==> config.mk <==
export PLATFORM = sky130hd
export DESIGN_NAME = control_unit
export DESIGN_NICKNAME = d
export VERILOG_FILES = /design/src/rtl/alu_ctrl_pkg.sv /design/src/rtl/alu_lane_decoder.sv /design/src/rtl/control_unit.sv
export SDC_FILE = /design/constraint.sdc
export NUM_CORES = 1
export LEC_CHECK = 0
export ABC_AREA = 1
export CAP_MARGIN = 20
export CELL_PAD_IN_SITES_DETAIL_PLACEMENT = 1
export CELL_PAD_IN_SITES_GLOBAL_PLACEMENT = 1
export CORE_ASPECT_RATIO = 2
export CORE_UTILIZATION = 22
export CTS_CLUSTER_SIZE = 30
export DETAILED_ROUTE_END_ITERATION = 10
export GPL_ROUTABILITY_DRIVEN = 0
export GPL_TIMING_DRIVEN = 0
export PLACE_DENSITY = 0.83
export SYNTH_ARGS = -nofsm -noshare
export SYNTH_HDL_FRONTEND = slang
export SYNTH_SLANG_ARGS = --single-unit
export TNS_END_PERCENT = 5
==> constraint.sdc <==
create_clock -name clk -period 0.8 [get_ports clk]
set_input_delay 0.24 -clock clk [delete_from_list [all_inputs] [get_ports clk]]
set_output_delay 0.24 -clock clk [all_outputs]
set_load 0.02 [all_outputs]
==> src/rtl/alu_ctrl_pkg.sv <==
// Shared definitions for the dual-lane ALU control decoder.
// Holds the RISC-V opcode and funct3 constants, the funct7 alternate-op bit
// position, the 3-bit ALU operation enum and the funct3-to-op helper.
package alu_ctrl_pkg;

  localparam int unsigned OPCODE_W = 7;
  localparam int unsigned FUNCT3_W = 3;
  localparam int unsigned FUNCT7_W = 7;
  localparam int unsigned ALU_OP_W = 3;
  localparam int unsigned CTRL_W   = 2 * ALU_OP_W;

  // Opcode constants
  localparam logic [OPCODE_W-1:0] OPC_RTYPE = 7'b0110011;
  localparam logic [OPCODE_W-1:0] OPC_ITYPE = 7'b0010011;
  localparam logic [OPCODE_W-1:0] OPC_LOAD  = 7'b0000011;
  localparam logic [OPCODE_W-1:0] OPC_STORE = 7'b0100011;
  localparam logic [OPCODE_W-1:0] OPC_JALR  = 7'b1100111;
  localparam logic [OPCODE_W-1:0] OPC_NOP   = 7'b0000000;

  // funct3 constants
  localparam logic [FUNCT3_W-1:0] F3_ADD_SUB = 3'b000;
  localparam logic [FUNCT3_W-1:0] F3_SLL     = 3'b001;
  localparam logic [FUNCT3_W-1:0] F3_XOR     = 3'b100;
  localparam logic [FUNCT3_W-1:0] F3_SRL_SRA = 3'b101;
  localparam logic [FUNCT3_W-1:0] F3_OR      = 3'b110;
  localparam logic [FUNCT3_W-1:0] F3_AND     = 3'b111;

  // funct7 bit selecting SUB / SRA
  localparam int unsigned F7_ALT_BIT = 5;

  typedef enum logic [ALU_OP_W-1:0] {
    ALU_ADD = 3'b000,
    ALU_SUB = 3'b001,
    ALU_SLL = 3'b010,
    ALU_SRL = 3'b011,
    ALU_SRA = 3'b100,
    ALU_XOR = 3'b101,
    ALU_OR  = 3'b110,
    ALU_AND = 3'b111
  } alu_op_e;

  // Map funct3 to an ALU op. sub_ok gates the SUB alternate, which only
  // register-register instructions may select; SRA is always selectable.
  function automatic alu_op_e funct3_op(input logic [FUNCT3_W-1:0] f3,
                                        input logic                alt,
                                        input logic                sub_ok);
    alu_op_e op;
    op = ALU_ADD;
    case (f3)
      F3_ADD_SUB: op = (sub_ok && alt) ? ALU_SUB : ALU_ADD;
      F3_SLL:     op = ALU_SLL;
      F3_XOR:     op = ALU_XOR;
      F3_SRL_SRA: op = alt ? ALU_SRA : ALU_SRL;
      F3_OR:      op = ALU_OR;
      F3_AND:     op = ALU_AND;
      default:    op = ALU_ADD;  // SLT/SLTU fall back to ADD
    endcase
    return op;
  endfunction

endpackage

==> src/rtl/alu_lane_decoder.sv <==
// Single-lane ALU control decoder (purely combinational).
// Ports:
//   opcode_i [6:0]  instruction opcode
//   funct3_i [2:0]  funct3 field
//   funct7_i [6:0]  funct7 field (only the alternate-op bit is used)
//   op_c_o          decoded ALU operation
//   src_c_o         operand B source: 0 = register, 1 = immediate
module alu_lane_decoder
  import alu_ctrl_pkg::*;
(
  input  logic [OPCODE_W-1:0] opcode_i,
  input  logic [FUNCT3_W-1:0] funct3_i,
  input  logic [FUNCT7_W-1:0] funct7_i,
  output alu_op_e             op_c_o,
  output logic                src_c_o
);

  logic alt;
  logic unused_funct7;

  assign alt           = funct7_i[F7_ALT_BIT];
  assign unused_funct7 = ^{funct7_i[FUNCT7_W-1:F7_ALT_BIT+1], funct7_i[F7_ALT_BIT-1:0]};

  // Opcode class decode; unknown opcodes (incl. NOP) behave as ADD on registers
  always_comb begin
    op_c_o  = ALU_ADD;
    src_c_o = 1'b0;
    case (opcode_i)
      OPC_RTYPE: begin
        op_c_o  = funct3_op(funct3_i, alt, 1'b1);
        src_c_o = 1'b0;
      end
      OPC_ITYPE: begin
        op_c_o  = funct3_op(funct3_i, alt, 1'b0);
        src_c_o = 1'b1;
      end
      OPC_LOAD, OPC_STORE, OPC_JALR: begin
        op_c_o  = ALU_ADD;
        src_c_o = 1'b1;
      end
      default: begin
        op_c_o  = ALU_ADD;
        src_c_o = 1'b0;
      end
    endcase
  end

endmodule

==> src/rtl/control_unit.sv <==
// Dual-lane ALU control decoder with registered outputs.
// Decodes lane A and lane B instructions; in unified mode lane A drives both
// halves, in split mode each lane decodes independently. One cycle latency.
// Ports:
//   clk, rst                 clock, asynchronous active-high reset
//   opcodeA/B, funct3A/B,    per-lane instruction fields
//   funct7A/B
//   mode                     1 = unified, 0 = split
//   ALUOpA/B                 per-lane ALU op (registered)
//   ALUCtrl                  {ALUOpA, ALUOpB}
//   ALUSrcA/B                per-lane operand source (registered)
module control_unit
  import alu_ctrl_pkg::*;
(
  input  logic                clk,
  input  logic                rst,
  input  logic [OPCODE_W-1:0] opcodeA,
  input  logic [OPCODE_W-1:0] opcodeB,
  input  logic [FUNCT3_W-1:0] funct3A,
  input  logic [FUNCT3_W-1:0] funct3B,
  input  logic [FUNCT7_W-1:0] funct7A,
  input  logic [FUNCT7_W-1:0] funct7B,
  input  logic                mode,
  output logic [ALU_OP_W-1:0] ALUOpA,
  output logic [ALU_OP_W-1:0] ALUOpB,
  output logic [CTRL_W-1:0]   ALUCtrl,
  output logic                ALUSrcA,
  output logic                ALUSrcB
);

  alu_op_e dec_op_a, dec_op_b;
  logic    dec_src_a, dec_src_b;

  alu_op_e op_a_d, op_b_d, op_a_q, op_b_q;
  logic    src_a_d, src_b_d, src_a_q, src_b_q;

  alu_lane_decoder u_dec_a (
    .opcode_i (opcodeA),
    .funct3_i (funct3A),
    .funct7_i (funct7A),
    .op_c_o   (dec_op_a),
    .src_c_o  (dec_src_a)
  );

  alu_lane_decoder u_dec_b (
    .opcode_i (opcodeB),
    .funct3_i (funct3B),
    .funct7_i (funct7B),
    .op_c_o   (dec_op_b),
    .src_c_o  (dec_src_b)
  );

  // Mode mux: unified mode replicates lane A onto lane B
  always_comb begin
    op_a_d  = dec_op_a;
    src_a_d = dec_src_a;
    op_b_d  = dec_op_b;
    src_b_d = dec_src_b;
    if (mode) begin
      op_b_d  = dec_op_a;
      src_b_d = dec_src_a;
    end
  end

  // Output registers
  always_ff @(posedge clk or posedge rst) begin
    if (rst) begin
      op_a_q  <= ALU_ADD;
      op_b_q  <= ALU_ADD;
      src_a_q <= 1'b0;
      src_b_q <= 1'b0;
    end else begin
      op_a_q  <= op_a_d;
      op_b_q  <= op_b_d;
      src_a_q <= src_a_d;
      src_b_q <= src_b_d;
    end
  end

  assign ALUOpA  = op_a_q;
  assign ALUOpB  = op_b_q;
  assign ALUCtrl = {op_a_q, op_b_q};
  assign ALUSrcA = src_a_q;
  assign ALUSrcB = src_b_q;

endmodule

**Word-level counts from Yosys, hierarchy flattened**

Index checks and enable logic that the tools add are counted.

- Register bits after elaboration: 8
- Bits of input ports: 37
- Output and inout bits: 14
- Word-level logic and storage cells: 42

- Equal/unequal tests: 20
- Multiplexer cells: 14
- Reductions and logical operators: 4

Operators with widths:

| operator | count |
|---|---|
| one-hot mux 3 bit (6 select lines) | 2 |
| one-hot mux 3 bit (5 select lines) | 2 |
| equality test 7 x 6 -> 1 bit (second input constant) | 4 |
| equality test 3 bit (second input constant) | 8 |
| equality test 7 x 2 -> 1 bit (second input constant) | 2 |
| equality test 7 x 5 -> 1 bit (second input constant) | 2 |
| equality test 7 bit (second input constant) | 2 |
| one-hot mux 3 bit (2 select lines) | 2 |
| 2-to-1 mux 3 bit | 3 |
| OR reduction 4 bit | 2 |
| equality test 3 x 1 -> 1 bit (second input constant) | 2 |
| logical NOT 3 bit | 2 |
| 2-to-1 mux 1 bit | 5 |

**Depth between registers and ports, before layout**

- Word-level depth: 4
- Depth in mapped cells: 8

**Hierarchy**

From an unflattened synthesis, not the netlist that was laid out.

- Cells, all modules: 116
- Area, all modules: 673.1 um^2

Modules (own cells, without submodules):

| module | times used | cells each | area an instance (um^2) |
|---|---|---|---|
| alu_lane_decoder | 2 | 44 | 187.7 |
| control_unit | 1 | 28 | 297.8 |

**Worst setup path before layout**

OpenSTA, ideal clock, no wires.

- Kind: flip-flop to output port
- Start point: register op_a_q[0] (netlist: ALUOpA[0])
- End point: output port ALUOpA[0]
- Arrival: 0.613 ns
- Slack: -0.053 ns
- Cell stages (with the launch flop): 2
- Path buffers: 1
- Cell sequence: dfrtp_1 buf_4

RTL lines:

| what | RTL line | source |
|---|---|---|
| start, declared | control_unit.sv:34 | `alu_op_e op_a_d, op_b_d, op_a_q, op_b_q;` |
| start signal, assigned | control_unit.sv:73 | `op_a_q <= op_a_d;` |
| end, declared | control_unit.sv:24 | `output logic [ALU_OP_W-1:0] ALUOpA,` |

No word-level cell between the ends.

**Worst setup path in the final report**

- Start point: register op_b_q[0] (netlist: ALUOpB[0])
- End point: output port ALUOpB[0]

RTL lines:

| what | RTL line | source |
|---|---|---|
| start, declared | control_unit.sv:34 |  |
| start signal, assigned | control_unit.sv:74 | `op_b_q <= op_b_d;` |
| end, declared | control_unit.sv:25 | `output logic [ALU_OP_W-1:0] ALUOpB,` |

No word-level cell between the ends.

==> run summary <==
The flow ran to the end, but the final reports show violations. The checks that failed: design-rule violations, negative setup slack. Global routing consumed, over all layers together, 13.3% of the routing resources. The library cells used most frequently in the layout, excluding fill and tap cells, are 27 x sky130_fd_sc_hd__nand2_1, 16 x sky130_fd_sc_hd__dlygate4sd2_1, 15 x sky130_fd_sc_hd__nand3_1. The run gives 1 as the number of levels the H-tree was split into. The most common cell after layout, fill and taps aside is sky130_fd_sc_hd__nand2_1. The number of failing setup endpoints in the final timing report is 22, and the proportion of layout cells with a drive suffix above 1 is 40.4%.

Buffers inserted to repair hold after CTS numbered 0. For this block, the initial DRC count from the detailed router was 32. The height of the die is 84.8 um. TritonCTS built the clock tree. The final antenna-violating net count was 0; the initial core utilization was 23.4%.

For the pin count of the biggest net entering global routing, the log shows 9. Master cell of the clock root buffer: sky130_fd_sc_hd__clkbuf_8. Clock tree synthesis inserted a total of 3 buffers. The run gives 0.56 ns as the critical path data required time. The critical path endpoint is ALUOpB[0].

The final route contains 949 vias. CTS saw 8 sinks. The classification of the worst setup path was flop to output port. Summed over its instances, the top area cell type makes up 26.5% of the synthesized netlist area. The number of diodes added for antenna fixing is 0, and the final count of hold timing violations is 0.

Setup repair after global routing could not meet its margin everywhere. At the pin with the least slew margin, the transition time is 0.279 ns. The logs give 0.000420 V for the worst-case vdd ir drop and 205 for the net count of the finished layout.

The vias per cell was 4.82; the initial antenna violation count was 0. The cell accounting for the most synthesized area was sky130_fd_sc_hd__dfrtp_1. For this run, design rule violations remaining after detail routing come to 7.

The cell area that synthesis handed to floorplanning was 754 um2. Based on the critical path, the design can be clocked at up to 913 MHz. The run gives -0.295 ns as the final worst-path setup slack. Synthesis inferred 8 register bits. The final count of pins violating max slew came out at 0. STA classifies the critical path startpoint as a flop. Adding up every negative setup slack in the final design gives -4.21 ns. The pre-antenna-repair detailed-routing pass consisted of 6 iterations. Across the run, the number of max-cap violations was 0.

Clock-pin slew was measured on the worst setup and hold paths at 0.04 ns. The floorplan core area was 0.00323 mm2. The area growth from synthesis to layout is 64.8%. Average wire per cell in the routed design: 11.1 um.

The tools report the category of the worst setup path capture point as an output port. The run gives 0 as the Yosys warning count. Classification of the worst-slack hold path: input port to async pin.

Critical-path maximum fanout: 2. The sequential fraction of the synthesis area was 26.5%; the power per cell area was 953 mW/mm2. The run gives 29 as the number of standard-cell rows in the floorplan. The final clock period utilization by the worst path came out at 137%. The number of different library cells used by synthesis comes to 19. A synthesized cell averages 6.04 um2. Pin placement for this block handled 51 I/O pins.

In this run the tightest slew margin relative to its limit is 81.4%. Once detailed placement completed, the half-perimeter wirelength came to 2.05 mm. The shortest clock period the worst path allows after layout works out to 1.09 ns. The arrival time of the worst setup path came out at 0.85 ns.

The run gives 3.83 mm as the first-pass GRT wire length. During placement, the flow inserted port buffers numbering 38. The most critical setup path has its startpoint at ALUOpB[0]. Power comes to 1.18 mW.

The run gives 2.19 mm as the routed wire length. For this design the static power due to leakage is 0.663 nW. The floorplan step defined a die boundary enclosing 0.00368 mm2. The tools report the number of buffers on the longest clock path as 2. Summed over all layers, the global routing overflow is 0. The number of instances in the synthesized netlist came out at 125. Sorting the synthesized cells by area gives the leading types as sky130_fd_sc_hd__dfrtp_1 27%, sky130_fd_sc_hd__nand2_1 16%, sky130_fd_sc_hd__nand3_1 13%. The via count of the first global-routing pass is 1025, and the horizontal die dimension is 43.4 um. For the synthesized net count, the log shows 162.
## worst max-delay path, cell delays in order (launching register included)
cell and delay, ns:
sky130_fd_sc_hd__dfrtp_2 0.40, sky130_fd_sc_hd__buf_6 0.11, sky130_fd_sc_hd__buf_6 0.12
## state kept, by name, summed over array words and instances, names as in the netlist
signal   count
ALUOpB       3
ALUSrcA      1
ALUSrcB      1
ALUOpA       3
## worst min path at each step
stage	startpoint	endpoint	cells past startpoint
final	rst	ALUSrcA	2
after global routing	rst	ALUSrcA	2
after CTS	rst	ALUSrcA	2
after detailed placement	rst	ALUSrcB	2
after global placement	rst	ALUSrcB	2
after floorplan	rst	ALUSrcA	1
## power breakdown
part	internal (mW)	switching, mW	leakage, nW	total (mW)
combinational	0.126	0.182	0.540	0.308
sequential	0.411	0.00148	0.101	0.412
clock	0.324	0.140	0.0216	0.464
total	0.861	0.324	0.663	1.18
## timing repair
action                     4_1_cts  5_1_grt
gates cloned                     0        0
setup endpoints to repair       22       22
resized for setup              117        5
pin swaps                        8        1
setup buffers                    0        0
## cell families after synthesis
kind of cell    synth area share [%]
flops                           26.5
compound gates                  8.29
simple gates                    48.3
buf+inv                         16.9
## synthesized netlist by cell type
cell type / n
sky130_fd_sc_hd__o21ai_0: 3
sky130_fd_sc_hd__nor2_4: 1
sky130_fd_sc_hd__inv_1: 19
sky130_fd_sc_hd__o21ai_1: 2
sky130_fd_sc_hd__nand3b_1: 1
sky130_fd_sc_hd__inv_2: 3
sky130_fd_sc_hd__dfrtp_1: 8
sky130_fd_sc_hd__and2_1: 1
sky130_fd_sc_hd__o211ai_1: 1
sky130_fd_sc_hd__nand2_1: 32
sky130_fd_sc_hd__nand2_2: 3
sky130_fd_sc_hd__nand4_1: 4
sky130_fd_sc_hd__nand3_1: 19
sky130_fd_sc_hd__buf_4: 6
sky130_fd_sc_hd__nor2_1: 12
sky130_fd_sc_hd__a21o_1: 2
sky130_fd_sc_hd__nand3_2: 1
sky130_fd_sc_hd__nor2_2: 4
sky130_fd_sc_hd__a21oi_1: 3
## metrics by stage
step | cells | util [%] | area [um2] | hold slack (ns) | worst slack [ns]
after floorplan | 125 | - | 807 | 0.0553 | -0.0192
after global placement | 194 | 38.0 | 1230 | 0.492 | -0.635
after detailed placement | 194 | 38.0 | 1230 | 0.498 | -0.704
after CTS | 197 | 38.7 | 1250 | 0.264 | -0.312
after global routing | 197 | 38.5 | 1240 | 0.282 | -0.322
final | 197 | 38.5 | 1240 | 0.255 | -0.295
## routing by layer
| layer | routed length [um] | share of wire [%] | GRT usage [%] |
|---|---|---|---|
| met1 | 656 | 30 | 10.7 |
| met2 | 1410 | 65 | 27.1 |
| met3 | 90 | 4.1 | 1.91 |
| met4 | 27 | 1.2 | 7.67 |
| met5 | 0 | 0 | 0 |
## cell type report
cell class,count,area (um2)
inverters,22,82.6
repair buffers,38,318
well taps,31,38.8
flip-flops and latches,8,208
clock buffers,3,41.3
plain buffers,6,67.6
multi-input cells,89,488
fillers,428,1990
Power figures use the tool's default switching activity.
